$ cat src/rtl/plab3_mem_l2_req_arbiter_pkg.sv
// Shared definitions for the L2 request arbiters (2-port now, 4-port later).
//   ARB_ID_NBITS   : width of a requester id
//   arb_state_e    : arbiter FSM state encoding
//   mem_req_nbits  : width of a memory request message (type, opaque, addr, len, data)
//   mem_resp_nbits : width of a memory response message (type, opaque, test, len, data)
package plab3_mem_l2_req_arbiter_pkg;

  localparam int unsigned ARB_ID_NBITS = 1;

  typedef enum logic [1:0] {
    ST_IDLE = 2'd0,
    ST_SEND = 2'd1,
    ST_WAIT = 2'd2
  } arb_state_e;

  function automatic int unsigned mem_req_nbits(input int unsigned o, input int unsigned a,
                                                input int unsigned d);
    return 3 + o + a + $clog2(d / 8) + d;
  endfunction

  function automatic int unsigned mem_resp_nbits(input int unsigned o, input int unsigned d);
    return 3 + o + 2 + $clog2(d / 8) + d;
  endfunction

endpackage

$ cat src/rtl/plab3_mem_l2_req_arbiter_slot_timer.sv
// Time-division slot timer for the L2 request arbiter.
//   clk, reset   : clock, synchronous active-high reset
//   busy         : arbiter has a transaction outstanding (not IDLE)
//   slot_open    : first cycle of a slot (slot_cnt == 0), accepts allowed
//   slot_owner   : requester id that owns the current slot
//   slot_overrun : sticky, a slot boundary was reached while busy
module plab3_mem_l2_req_arbiter_slot_timer
  import plab3_mem_l2_req_arbiter_pkg::*;
#(
  parameter int unsigned p_slot_cycles = 64
) (
  input  logic                    clk,
  input  logic                    reset,
  input  logic                    busy,
  output logic                    slot_open,
  output logic [ARB_ID_NBITS-1:0] slot_owner,
  output logic                    slot_overrun
);

  localparam int unsigned cnt_nbits = $clog2(p_slot_cycles);
  localparam logic [cnt_nbits-1:0] cnt_last = cnt_nbits'(p_slot_cycles - 1);

  logic [cnt_nbits-1:0] slot_cnt;

  // Slot counter; the last count holds while a transaction is still outstanding
  always_ff @(posedge clk) begin
    if (reset) begin
      slot_cnt     <= '0;
      slot_owner   <= '0;
      slot_overrun <= 1'b0;
    end else if (slot_cnt == cnt_last) begin
      if (busy) begin
        slot_overrun <= 1'b1;
      end else begin
        slot_cnt   <= '0;
        slot_owner <= ~slot_owner;
      end
    end else begin
      slot_cnt <= slot_cnt + cnt_nbits'(1);
    end
  end

  assign slot_open = !reset && (slot_cnt == '0);

endmodule

$ cat src/rtl/plab3_mem_l2_req_arbiter.sv
// Shares one blocking L2 cache between two L1 requesters. One request is
// buffered, forwarded to the L2, and the response is routed back to its issuer.
//   clk, reset                      : clock, synchronous active-high reset
//   req{0,1}_msg/_val/_rdy          : L1-side request ports
//   resp{0,1}_msg/_val/_rdy         : L1-side response ports
//   cachereq_msg/_val/_rdy          : request to the L2
//   cacheresp_msg/_val/_rdy         : response from the L2
//   slot_overrun                    : sticky TDM slot overrun flag (0 in round-robin mode)
module plab3_mem_l2_req_arbiter
  import plab3_mem_l2_req_arbiter_pkg::*;
#(
  parameter int unsigned p_opaque_nbits = 8,
  parameter int unsigned p_addr_nbits   = 32,
  parameter int unsigned p_data_nbits   = 128,
  parameter bit          p_tdm_en       = 1'b0,
  parameter int unsigned p_slot_cycles  = 64
) (
  input  logic clk,
  input  logic reset,

  input  logic [mem_req_nbits(p_opaque_nbits, p_addr_nbits, p_data_nbits)-1:0] req0_msg,
  input  logic                                                                  req0_val,
  output logic                                                                  req0_rdy,
  input  logic [mem_req_nbits(p_opaque_nbits, p_addr_nbits, p_data_nbits)-1:0] req1_msg,
  input  logic                                                                  req1_val,
  output logic                                                                  req1_rdy,

  output logic [mem_resp_nbits(p_opaque_nbits, p_data_nbits)-1:0] resp0_msg,
  output logic                                                     resp0_val,
  input  logic                                                     resp0_rdy,
  output logic [mem_resp_nbits(p_opaque_nbits, p_data_nbits)-1:0] resp1_msg,
  output logic                                                     resp1_val,
  input  logic                                                     resp1_rdy,

  output logic [mem_req_nbits(p_opaque_nbits, p_addr_nbits, p_data_nbits)-1:0] cachereq_msg,
  output logic                                                                  cachereq_val,
  input  logic                                                                  cachereq_rdy,

  input  logic [mem_resp_nbits(p_opaque_nbits, p_data_nbits)-1:0] cacheresp_msg,
  input  logic                                                     cacheresp_val,
  output logic                                                     cacheresp_rdy,

  output logic slot_overrun
);

  localparam int unsigned req_nbits = mem_req_nbits(p_opaque_nbits, p_addr_nbits, p_data_nbits);

  arb_state_e              state;
  logic [ARB_ID_NBITS-1:0] owner;
  logic [req_nbits-1:0]    req_buf;
  logic [ARB_ID_NBITS-1:0] grant_id;
  logic                    grant_val;
  logic                    accept;
  logic                    owner_rdy;
  logic                    in_wait;
  logic                    resp_fire;

  assign accept    = !reset && (state == ST_IDLE) && grant_val;
  assign in_wait   = !reset && (state == ST_WAIT);
  assign owner_rdy = (owner == '0) ? resp0_rdy : resp1_rdy;
  assign resp_fire = cacheresp_val && cacheresp_rdy;

  // Transaction FSM: accept, forward to L2, wait for the single response
  always_ff @(posedge clk) begin
    if (reset) begin
      state <= ST_IDLE;
      owner <= '0;
    end else begin
      case (state)
        ST_IDLE: if (accept) begin
          state <= ST_SEND;
          owner <= grant_id;
        end
        ST_SEND: if (cachereq_rdy) state <= ST_WAIT;
        ST_WAIT: if (resp_fire) state <= ST_IDLE;
        default: state <= ST_IDLE;
      endcase
    end
  end

  // Request buffer; contents are meaningless outside SEND
  always_ff @(posedge clk) begin
    if (accept) req_buf <= (grant_id == ARB_ID_NBITS'(1)) ? req1_msg : req0_msg;
  end

  assign req0_rdy = accept && (grant_id == '0);
  assign req1_rdy = accept && (grant_id == ARB_ID_NBITS'(1));

  assign cachereq_val = !reset && (state == ST_SEND);
  assign cachereq_msg = req_buf;

  // Responses only flow in WAIT; anything earlier is left unacknowledged
  assign cacheresp_rdy = in_wait && owner_rdy;
  assign resp0_val     = in_wait && (owner == '0) && cacheresp_val;
  assign resp1_val     = in_wait && (owner == ARB_ID_NBITS'(1)) && cacheresp_val;
  assign resp0_msg     = cacheresp_msg;
  assign resp1_msg     = cacheresp_msg;

  generate
    if (p_tdm_en) begin : g_tdm
      logic                    slot_open;
      logic [ARB_ID_NBITS-1:0] slot_owner;

      plab3_mem_l2_req_arbiter_slot_timer #(
        .p_slot_cycles (p_slot_cycles)
      ) slot_timer (
        .clk          (clk),
        .reset        (reset),
        .busy         (state != ST_IDLE),
        .slot_open    (slot_open),
        .slot_owner   (slot_owner),
        .slot_overrun (slot_overrun)
      );

      // Only the slot owner may be accepted, and only at the start of its slot
      assign grant_id  = slot_owner;
      assign grant_val = slot_open && ((slot_owner == '0) ? req0_val : req1_val);
    end else begin : g_rr
      logic [ARB_ID_NBITS-1:0] prio;

      // Priority passes to the other requester after every grant
      always_ff @(posedge clk) begin
        if (reset)       prio <= '0;
        else if (accept) prio <= ~grant_id;
      end

      assign grant_id     = (req0_val && req1_val) ? prio
                          : (req1_val ? ARB_ID_NBITS'(1) : '0);
      assign grant_val    = req0_val || req1_val;
      assign slot_overrun = 1'b0;
    end
  endgenerate

endmodule

$ cat config.mk
export PLATFORM = sky130hd
export DESIGN_NAME = plab3_mem_l2_req_arbiter
export DESIGN_NICKNAME = d
export VERILOG_FILES = /design/src/rtl/plab3_mem_l2_req_arbiter_pkg.sv /design/src/rtl/plab3_mem_l2_req_arbiter_slot_timer.sv /design/src/rtl/plab3_mem_l2_req_arbiter.sv
export SDC_FILE = /design/constraint.sdc
export NUM_CORES = 1
export LEC_CHECK = 0
export BUFFER_PORTS_ARGS = -buffer_cell sky130_fd_sc_hd__buf_2
export CORE_AREA = 4 4 377 379
export CTS_CLUSTER_SIZE = 8
export DETAILED_ROUTE_END_ITERATION = 8
export DIE_AREA = 0 0 381 383
export SETUP_SLACK_MARGIN = 0.05
export SLEW_MARGIN = 40
export SYNTH_ARGS = -nofsm -noshare
export SYNTH_HDL_FRONTEND = slang
export SYNTH_SLANG_ARGS = --single-unit
$ cat constraint.sdc
create_clock -name clk -period 67.5 [get_ports clk]
set_input_delay 13.5 -clock clk [delete_from_list [all_inputs] [get_ports clk]]
set_output_delay 13.5 -clock clk [all_outputs]
set_load 0.01 [all_outputs]
==> results of run 1 <==
cell type report:
cell class              count  share of cell area
clock buffers              17              0.0324
well taps                1807               0.172
diodes                     11             0.00209
clock inverters            15              0.0137
flip-flops and latches    179               0.406
inverters                   3            0.000856
multi-input cells         200               0.163
repair buffers            545               0.211
cells in the final DEF (no fill, tap or decap), types with 2 or more instances in the layout:
cell type	Yosys	layout
sky130_fd_sc_hd__buf_6	0	3
sky130_fd_sc_hd__mux2_1	100	100
sky130_fd_sc_hd__nor4_2	0	2
sky130_fd_sc_hd__dfxtp_1	4	4
sky130_fd_sc_hd__nor2_1	6	6
sky130_fd_sc_hd__clkinv_8	0	4
sky130_fd_sc_hd__buf_2	5	538
sky130_fd_sc_hd__edfxtp_1	175	175
sky130_fd_sc_hd__clkbuf_16	0	17
sky130_fd_sc_hd__buf_4	305	3
sky130_fd_sc_hd__inv_8	0	5
sky130_fd_sc_hd__a21oi_1	2	2
sky130_fd_sc_hd__diode_2	0	11
sky130_fd_sc_hd__inv_6	0	3
sky130_fd_sc_hd__inv_1	2	2
sky130_fd_sc_hd__mux2_2	75	75
worst max-delay path, stage by stage:
cell and delay (ns):
sky130_fd_sc_hd__buf_2 0.19, sky130_fd_sc_hd__nor4_2 0.37, sky130_fd_sc_hd__buf_6 0.53, sky130_fd_sc_hd__and2_1 0.35, sky130_fd_sc_hd__buf_2 0.18
flip-flops by register name (all words and copies together), names as in the netlist:
register	count
cachereq_msg	175
owner	1
g_rr.prio	1
state	2
path summary, 6_finish.rpt:
check,endpoint,startpoint,cells after the start,slack (ns)
hold reg to reg,g_rr.prio$_SDFFE_PP0P_,g_rr.prio$_SDFFE_PP0P_,1,0.56
setup / recovery,req0_rdy,reset,5,38.82
setup reg to reg,cachereq_msg[125]$_DFFE_PP_,g_rr.prio$_SDFFE_PP0P_,5,64.76
hold / removal,g_rr.prio$_SDFFE_PP0P_,g_rr.prio$_SDFFE_PP0P_,1,0.56
cell families (layout without fill, tap and decap cells):
logic type	count (synthesis)	after routing	share of synthesized area
other	1	12	0.000383
muxes	176	176	0.202
DFF	179	179	0.544
and+or+nand+nor	15	15	0.00779
AOI/OAI and AO/OA	8	8	0.00677
buffers and inverters	316	580	0.239
metrics by stage:
step	worst slack, ns	hold slack, ns
floorplan	22.35	0.514
global placement	38.59	0.535
detailed placement	38.52	0.542
CTS	38.50	0.556
global route	38.65	0.595
finish	38.82	0.560
power breakdown:
part / total (mW) / internal, mW / switching, mW
clock: 0.110 / 0.0505 / 0.0592
combinational: 0.0443 / 0.0204 / 0.0239
sequential: 0.135 / 0.133 / 0.00235
layer usage:
| metal | vias up | global-route usage | share of wire |
|---|---|---|---|
| li1 | 2678 | - | - |
| met1 | 2928 | 0.0914 | 0.36 |
| met2 | 850 | 0.139 | 0.45 |
| met3 | 155 | 0.0656 | 0.16 |
| met4 | 8 | 0.0195 | 0.025 |
| met5 | - | 0.00165 | 0.00079 |
==> impl_metrics.toml, run 1 <==
[yosys]
yosysWarnings = 0
synth_cell_types = 27
synth.top_cells.by_count = "sky130_fd_sc_hd__buf_4 (305), sky130_fd_sc_hd__edfxtp_1 (175), sky130_fd_sc_hd__mux2_1 (100), sky130_fd_sc_hd__mux2_2 (75), sky130_fd_sc_hd__nor2_1 (6)"
yosysTopAreaCell = "sky130_fd_sc_hd__edfxtp_1"
synth_top_cell_area_share = 0.536
post_synth_inst_count = 695
postSynthNetCount = 1198
avgSynthCellArea_sq_um = 14.1
number_of_flops_mapped_to_enable_cells_by_yosys = 175
synth_most_common_cell = "sky130_fd_sc_hd__buf_4"
synth.area.top_cells = "sky130_fd_sc_hd__edfxtp_1 (54%), sky130_fd_sc_hd__buf_4 (23%), sky130_fd_sc_hd__mux2_1 (11%)"
ys_seq_elements = 179
synth_flop_cell = "sky130_fd_sc_hd__edfxtp_1"
synth-async-reset-ratio = 0
synth_sequential_area_ratio = 0.544
syn-cell-area_sq_um = 9800

[critical_path]
timing.critical_path.to_type = "primary output"
cp_data_required_time_ns = 54.00
critical_path_arrival_ns = 15.18
crit_path_category = "in -> out"
critical_path_startpoint_category = "input port"
worst-path-max-fanout = 59

[final_layout]
post_route_cells_drive_above_1_share = 0.684
multi_input_comb_area_sq_um = 2140
area_growth_pct = 34.2
final_area_sq_um = 13100
utilization = 0.0947
num-nets-final = 1449
finish.cell_count_without_fillers = 2777
n_fill_cell = 16000
seqCellArea_sq_um = 5340

[clock_tree]
clock-sinks = 179
ctsResizeCount = 0
clk_path_buf_depth = 2
cts_tree = "built"
ctsHtreeMaxLevel = 4
clock_tree.root_cell = "sky130_fd_sc_hd__clkbuf_16"
postCtsSetupBuffers = 0
numCtsBuffers = 17
clk_pin_slew_worst_paths_ns = 0.09
worstSkewPairLatency_ns = 0.53
cts-hold-fix-buffers = 0

[power_and_ir_drop]
leakage_nw = 4.90
power_per_cell_area_nw_per_um2 = 22.0
power_mw = 0.289
max_ir_drop_vdd_uv = 15.7

[drt]
detail_route.vias_per_cell = 2.38
avgRoutedWirePerCell_um = 23.6
drt-initial-drc-count = 230
detail-route-antenna-nets = 0
totalWireLength_mm = 65.6
vias = 6619
drt_pass1_iterations = 4
post-route-drc-count = 0

[sta]
slew-limit-headroom = 0.472
rsz_0062_raised_after_global_routing = "false"
final.min_clock_period_ns = 28.68
timing_worst_slew_pin_value_ns = 0.792
slew_violations = 0
hold_fails_final_rpt = 0
fin_tns_setup_ns = 0
fmax_mhz = 34.9
finalCritPeriodShare = 0.425
finalSetupViolCount = 0
clock-skew-final_ns = 0.0320

[floorplan]
boundaryPins = 975
placementRows = 137
start_util = 0.0706
die-area_sq_um = 146000
horizontal_die_dimension_um = 381
die_height_um = 383
core_area_sq_um = 139000

[placement]
place_congestion = 0.800
detailedPlacementHpwl_mm = 59.1
port-buffer-count = 538
dp.cells = 2733
detailed_place.area_sq_um = 12500

[hold_path]
hold_class = "reg -> reg"

[global_route]
grt_start_max_net_pins = 65
groute.usage.overall = 0.0871
via_count_of_the_first_global_routing_pass = 6697
grt_antenna_before_repair = 86
globalRouteOverflowTotal = 0
grt_pass1_wl_mm = 78.8

[run]
max-cap-violations = 0

[status]
status = "complete, no violations"
(Power assumes the default switching activity.)
==> inputs of run 2 (changes only) <==
Clock period 67.5 ns to 25.2 ns, I/O delays scaled along.
==> impl_metrics.toml, run 2 (synthesis gave the netlist of run 1 again) <==
[drt]
post-route-drc-count = 0
detail_route.vias_per_cell = 2.41
totalWireLength_mm = 66.3
detail-route-antenna-nets = 0
vias = 6686
drt-initial-drc-count = 261
drt_pass1_iterations = 4
avgRoutedWirePerCell_um = 23.9

[clock_tree]
clock-sinks = 179
ctsHtreeMaxLevel = 4
worstSkewPairLatency_ns = 0.54
clk_pin_slew_worst_paths_ns = 0.12
cts_tree = "built"
clock_tree.root_cell = "sky130_fd_sc_hd__clkbuf_16"
ctsResizeCount = 0
cts-hold-fix-buffers = 0
clk_path_buf_depth = 2
numCtsBuffers = 17
postCtsSetupBuffers = 0

[placement]
port-buffer-count = 538
dp.cells = 2734
detailed_place.area_sq_um = 12500
detailedPlacementHpwl_mm = 59.1
place_congestion = 0.823

[sta]
slew_violations = 0
rsz_0062_raised_after_global_routing = "false"
fin_tns_setup_ns = 0
fmax_mhz = 87.3
finalCritPeriodShare = 0.455
clock-skew-final_ns = 0.0522
finalSetupViolCount = 0
final.min_clock_period_ns = 11.46
hold_fails_final_rpt = 0
hold_ws_ns = 0.603
slew-limit-headroom = 0.477
timing_worst_slew_pin_value_ns = 0.784

[status]
status = "complete, no violations"

[hold_path]
hold_class = "reg -> reg"

[critical_path]
cp_data_required_time_ns = 20.16
critical_path_startpoint_category = "input port"
timing.critical_path.to_type = "primary output"
worst-path-max-fanout = 45
critical_path_arrival_ns = 6.42
crit_path_category = "in -> out"

[final_layout]
layout_commonest_cell = "sky130_fd_sc_hd__buf_2"
post_route_cells_drive_above_1_share = 0.682
finish.cell_count_without_fillers = 2776
area_growth_pct = 33.8
largest_reg_flops = 175
utilization = 0.0945
final_area_sq_um = 13100
num-nets-final = 1449
most-common-layout-cells = "sky130_fd_sc_hd__buf_2 (538), sky130_fd_sc_hd__edfxtp_1 (175), sky130_fd_sc_hd__mux2_1 (100)"

[global_route]
grt_pass1_wl_mm = 79.6
via_count_of_the_first_global_routing_pass = 6794
grt_start_max_net_pins = 110
globalRouteOverflowTotal = 0
groute.usage.overall = 0.0879
grt_antenna_before_repair = 89

[floorplan]
die_height_um = 383
boundaryPins = 975
placementRows = 137
die-area_sq_um = 146000
core_area_sq_um = 139000
horizontal_die_dimension_um = 381
start_util = 0.0706

[power_and_ir_drop]
power_per_cell_area_nw_per_um2 = 59.0
max_ir_drop_vdd_uv = 41.4
leakage_nw = 4.87

[run]
max-cap-violations = 0
## run 2: area by class of cell
| class | instances | area [sq um] |
|---|---|---|
| antenna | 11 | 27.5 |
| multi-input combinational | 200 | 2140 |
| timing repair buffer | 545 | 2770 |
| clock buffer | 17 | 425 |
| fill | 16100 | 126000 |
| sequential | 179 | 5340 |
| clock inverter | 14 | 145 |
| inverter | 3 | 11.3 |
| tap | 1807 | 2260 |
## run 2: critical path: stages
cell and delay, ns:
sky130_fd_sc_hd__buf_2 0.13, sky130_fd_sc_hd__inv_2 0.05, sky130_fd_sc_hd__o21ai_4 0.27, sky130_fd_sc_hd__buf_4 0.57, sky130_fd_sc_hd__and2_1 0.22, sky130_fd_sc_hd__buf_2 0.13
## run 2: layer usage
layer / track usage / wire [um]
met3: 0.0624 / 10700
met5: 0.00132 / 87
met1: 0.0917 / 23400
met2: 0.141 / 30000
met4: 0.0264 / 2160
## run 2: report_power, final
group / internal [mW] / switching [mW] / total [mW]
Sequential: 0.355 / 0.00663 / 0.362
Clock: 0.139 / 0.156 / 0.295
Combinational: 0.0549 / 0.0620 / 0.117
Total: 0.549 / 0.225 / 0.774
## run 2: final timing paths
kind / from / to / slack [ns] / cells past startpoint
worst max-delay path: req0_val / req0_rdy / 13.74 / 6
worst min-delay path: g_rr.prio$_SDFFE_PP0P_ / g_rr.prio$_SDFFE_PP0P_ / 0.60 / 1
worst max register to register: g_rr.prio$_SDFFE_PP0P_ / cachereq_msg[52]$_DFFE_PP_ / 22.45 / 4
worst min register to register: g_rr.prio$_SDFFE_PP0P_ / g_rr.prio$_SDFFE_PP0P_ / 0.60 / 1
## run 2: stage by stage
stage                     worst slack [ns]  power [mW]
after detailed placement             13.70       0.489
final                                13.74       0.774
after floorplan                       4.58       0.474
after global routing                 13.60       0.817
after global placement               13.71       0.487
after CTS                            13.70       0.802
==> inputs of run 3 (changes only) <==
Settings changed: ABC_AREA from default to 1, CORE_AREA 4 4 377 379 to 4 4 379 381, DIE_AREA 0 0 381 383 to 0 0 383 385.
Clock period 25.2 ns to 10.9 ns, I/O delays scaled along.
==> impl_metrics.toml, run 3 <==
[status]
status = "complete, no violations"

[clock_tree]
clk_path_buf_depth = 2
ctsResizeCount = 0
postCtsSetupBuffers = 0
ctsHtreeMaxLevel = 4
worstSkewPairLatency_ns = 0.52
clock_tree.root_cell = "sky130_fd_sc_hd__clkbuf_16"
cts_tree = "built"
clock-sinks = 179
cts-hold-fix-buffers = 0
clk_pin_slew_worst_paths_ns = 0.09
numCtsBuffers = 17

[hold_path]
hold_end = "owner$_SDFFE_PP0P_"
hold_class = "reg -> reg"
hold_path_startpoint = "owner$_SDFFE_PP0P_"
worst_hold_path_cells = 2

[placement]
place_congestion = 0.833
detailed_place.area_sq_um = 12600
detailedPlacementHpwl_mm = 76.9
port-buffer-count = 538
dp.cells = 3179

[power_and_ir_drop]
swShare = 0.314
share_comb_of_total_power = 0.170
power.share.sequential = 0.459
power_per_cell_area_nw_per_um2 = 140
switching_power_mw = 0.579
leakage_nw = 5.79
power.internal_mw = 1.27
power_mw = 1.84
power.clock.fraction = 0.370
max_ir_drop_vdd_uv = 102

[sta]
rsz_0062_raised_after_global_routing = "false"
slew_violations = 0
finalSetupViolCount = 0
slew-limit-headroom = 0.491
hold_fails_final_rpt = 0
finalCritPeriodShare = 0.553
fin_tns_setup_ns = 0
fmax_mhz = 166
clock-skew-final_ns = 0.0311
final.min_clock_period_ns = 6.03
timing_worst_slew_pin_value_ns = 0.763

[floorplan]
core_area_sq_um = 141000
placementRows = 138
boundaryPins = 975
start_util = 0.0703
horizontal_die_dimension_um = 383
die_height_um = 385
die-area_sq_um = 147000

[yosys]
syn-cell-area_sq_um = 9890
number_of_flops_mapped_to_enable_cells_by_yosys = 175
synth_flop_cell = "sky130_fd_sc_hd__edfxtp_1"
postSynthNetCount = 1577
post_synth_inst_count = 1074
synth_most_common_cell = "sky130_fd_sc_hd__nand2_1"
synth_sequential_area_ratio = 0.540
synth_cell_types = 15
synth.top_cells.by_count = "sky130_fd_sc_hd__nand2_1 (539), sky130_fd_sc_hd__buf_4 (309), sky130_fd_sc_hd__edfxtp_1 (175), sky130_fd_sc_hd__buf_2 (17), sky130_fd_sc_hd__inv_1 (10)"
synth_top_cell_area_share = 0.532
yosysTopAreaCell = "sky130_fd_sc_hd__edfxtp_1"
yosysWarnings = 0
avgSynthCellArea_sq_um = 9.21
synth-async-reset-ratio = 0
synth.area.top_cells = "sky130_fd_sc_hd__edfxtp_1 (53%), sky130_fd_sc_hd__buf_4 (23%), sky130_fd_sc_hd__nand2_1 (20%)"
ys_seq_elements = 179

[critical_path]
worst-path-max-fanout = 39
critical_path_arrival_ns = 3.85
r2r_setup_slack_ns = 8.13
r2r_cells = 5
timing.rr.start = "state[1]$_SDFFE_PP0P_"
critical_path_startpoint_category = "input port"
cp_data_required_time_ns = 8.72
critical_path.reg2reg.endpoint = "cachereq_msg[160]$_DFFE_PP_"
crit_path_category = "in -> out"
timing.critical_path.to_type = "primary output"

[drt]
detail-route-antenna-nets = 0
drt-initial-drc-count = 411
avgRoutedWirePerCell_um = 26.4
vias = 8416
totalWireLength_mm = 85.2
post-route-drc-count = 0
detail_route.vias_per_cell = 2.61
drt_pass1_iterations = 5

[final_layout]
layout_commonest_cell = "sky130_fd_sc_hd__nand2_1"
area_growth_pct = 33.7
num-nets-final = 1811
post_route_cells_drive_above_1_share = 0.437
finish.cell_count_without_fillers = 3225
largest_reg_flops = 175
final_area_sq_um = 13200
most-common-layout-cells = "sky130_fd_sc_hd__nand2_1 (539), sky130_fd_sc_hd__buf_2 (538), sky130_fd_sc_hd__edfxtp_1 (175)"

[global_route]
groute.usage.overall = 0.111
grt_antenna_before_repair = 111
grt_start_max_net_pins = 94
grt_pass1_wl_mm = 101
globalRouteOverflowTotal = 0
via_count_of_the_first_global_routing_pass = 7950

[run]
max-cap-violations = 0
## run 3: cell types whose count changed after synthesis, sizes merged, moves of 2 or more
cell   before  now
mux2      175    0
buf       310  326
inv         3   11
nor4        2    0
nand2       1  540
## run 3: area by class of cell
class,instances,area (sq um)
fillers,16500,127000
flip-flops and latches,179,5340
repair buffers,544,2750
well taps,1890,2360
multi-input cells,555,2120
clock buffers,17,425
clock inverters,14,146
inverters,11,48.8
diodes,15,37.5
## run 3: layer usage
layer  global-route usage  up-vias  routed length, um
li1                     -     3572                  -
met1                0.106     3616              27500
met2                0.179     1034              38500
met3               0.0990      178              16800
met4               0.0263       16               2300
met5              0.00992        -                126
## run 3: worst max-delay path: stages
cell	delay [ns]
sky130_fd_sc_hd__buf_2	0.12
sky130_fd_sc_hd__inv_1	0.11
sky130_fd_sc_hd__nand2_1	0.10
sky130_fd_sc_hd__nor2_4	0.38
sky130_fd_sc_hd__buf_4	0.55
sky130_fd_sc_hd__nand2_1	0.15
sky130_fd_sc_hd__inv_1	0.08
sky130_fd_sc_hd__buf_2	0.13
## run 3: how the worst max path moves through the flow
stage	slack, ns	start	endpoint
2_1_floorplan	1.39	reset	req0_rdy
3_3_place_gp	4.92	reset	req0_rdy
3_5_place_dp	4.88	reset	req0_rdy
4_1_cts	4.88	reset	req0_rdy
5_1_grt	4.75	reset	req0_rdy
6_report	4.87	reset	req0_rdy
## run 3: stage by stage
stage / hold slack [ns] / setup WS (ns) / util
after global placement: 0.533 / 4.92 / 0.0897
after detailed placement: 0.513 / 4.88 / 0.0897
after floorplan: 0.449 / 1.39 / -
after global routing: 0.562 / 4.75 / 0.0939
final: 0.533 / 4.87 / 0.0941
after CTS: 0.535 / 4.88 / 0.0938
## run 3: cells by family after synthesis
group / share of synthesized area
flops: 0.540
other cells: 0.000379
compound gates: 0.00152
simple gates: 0.210
buf+inv: 0.249
## run 3: power by group through the flow
stage / Clock, mW / Combinational, mW / Sequential [mW]
2_1_floorplan: 0 / 0.220 / 0.897
3_3_place_gp: 0 / 0.318 / 0.862
3_5_place_dp: 0 / 0.323 / 0.863
4_1_cts: 0.733 / 0.324 / 0.848
5_1_grt: 0.745 / 0.351 / 0.852
6_report: 0.683 / 0.314 / 0.847
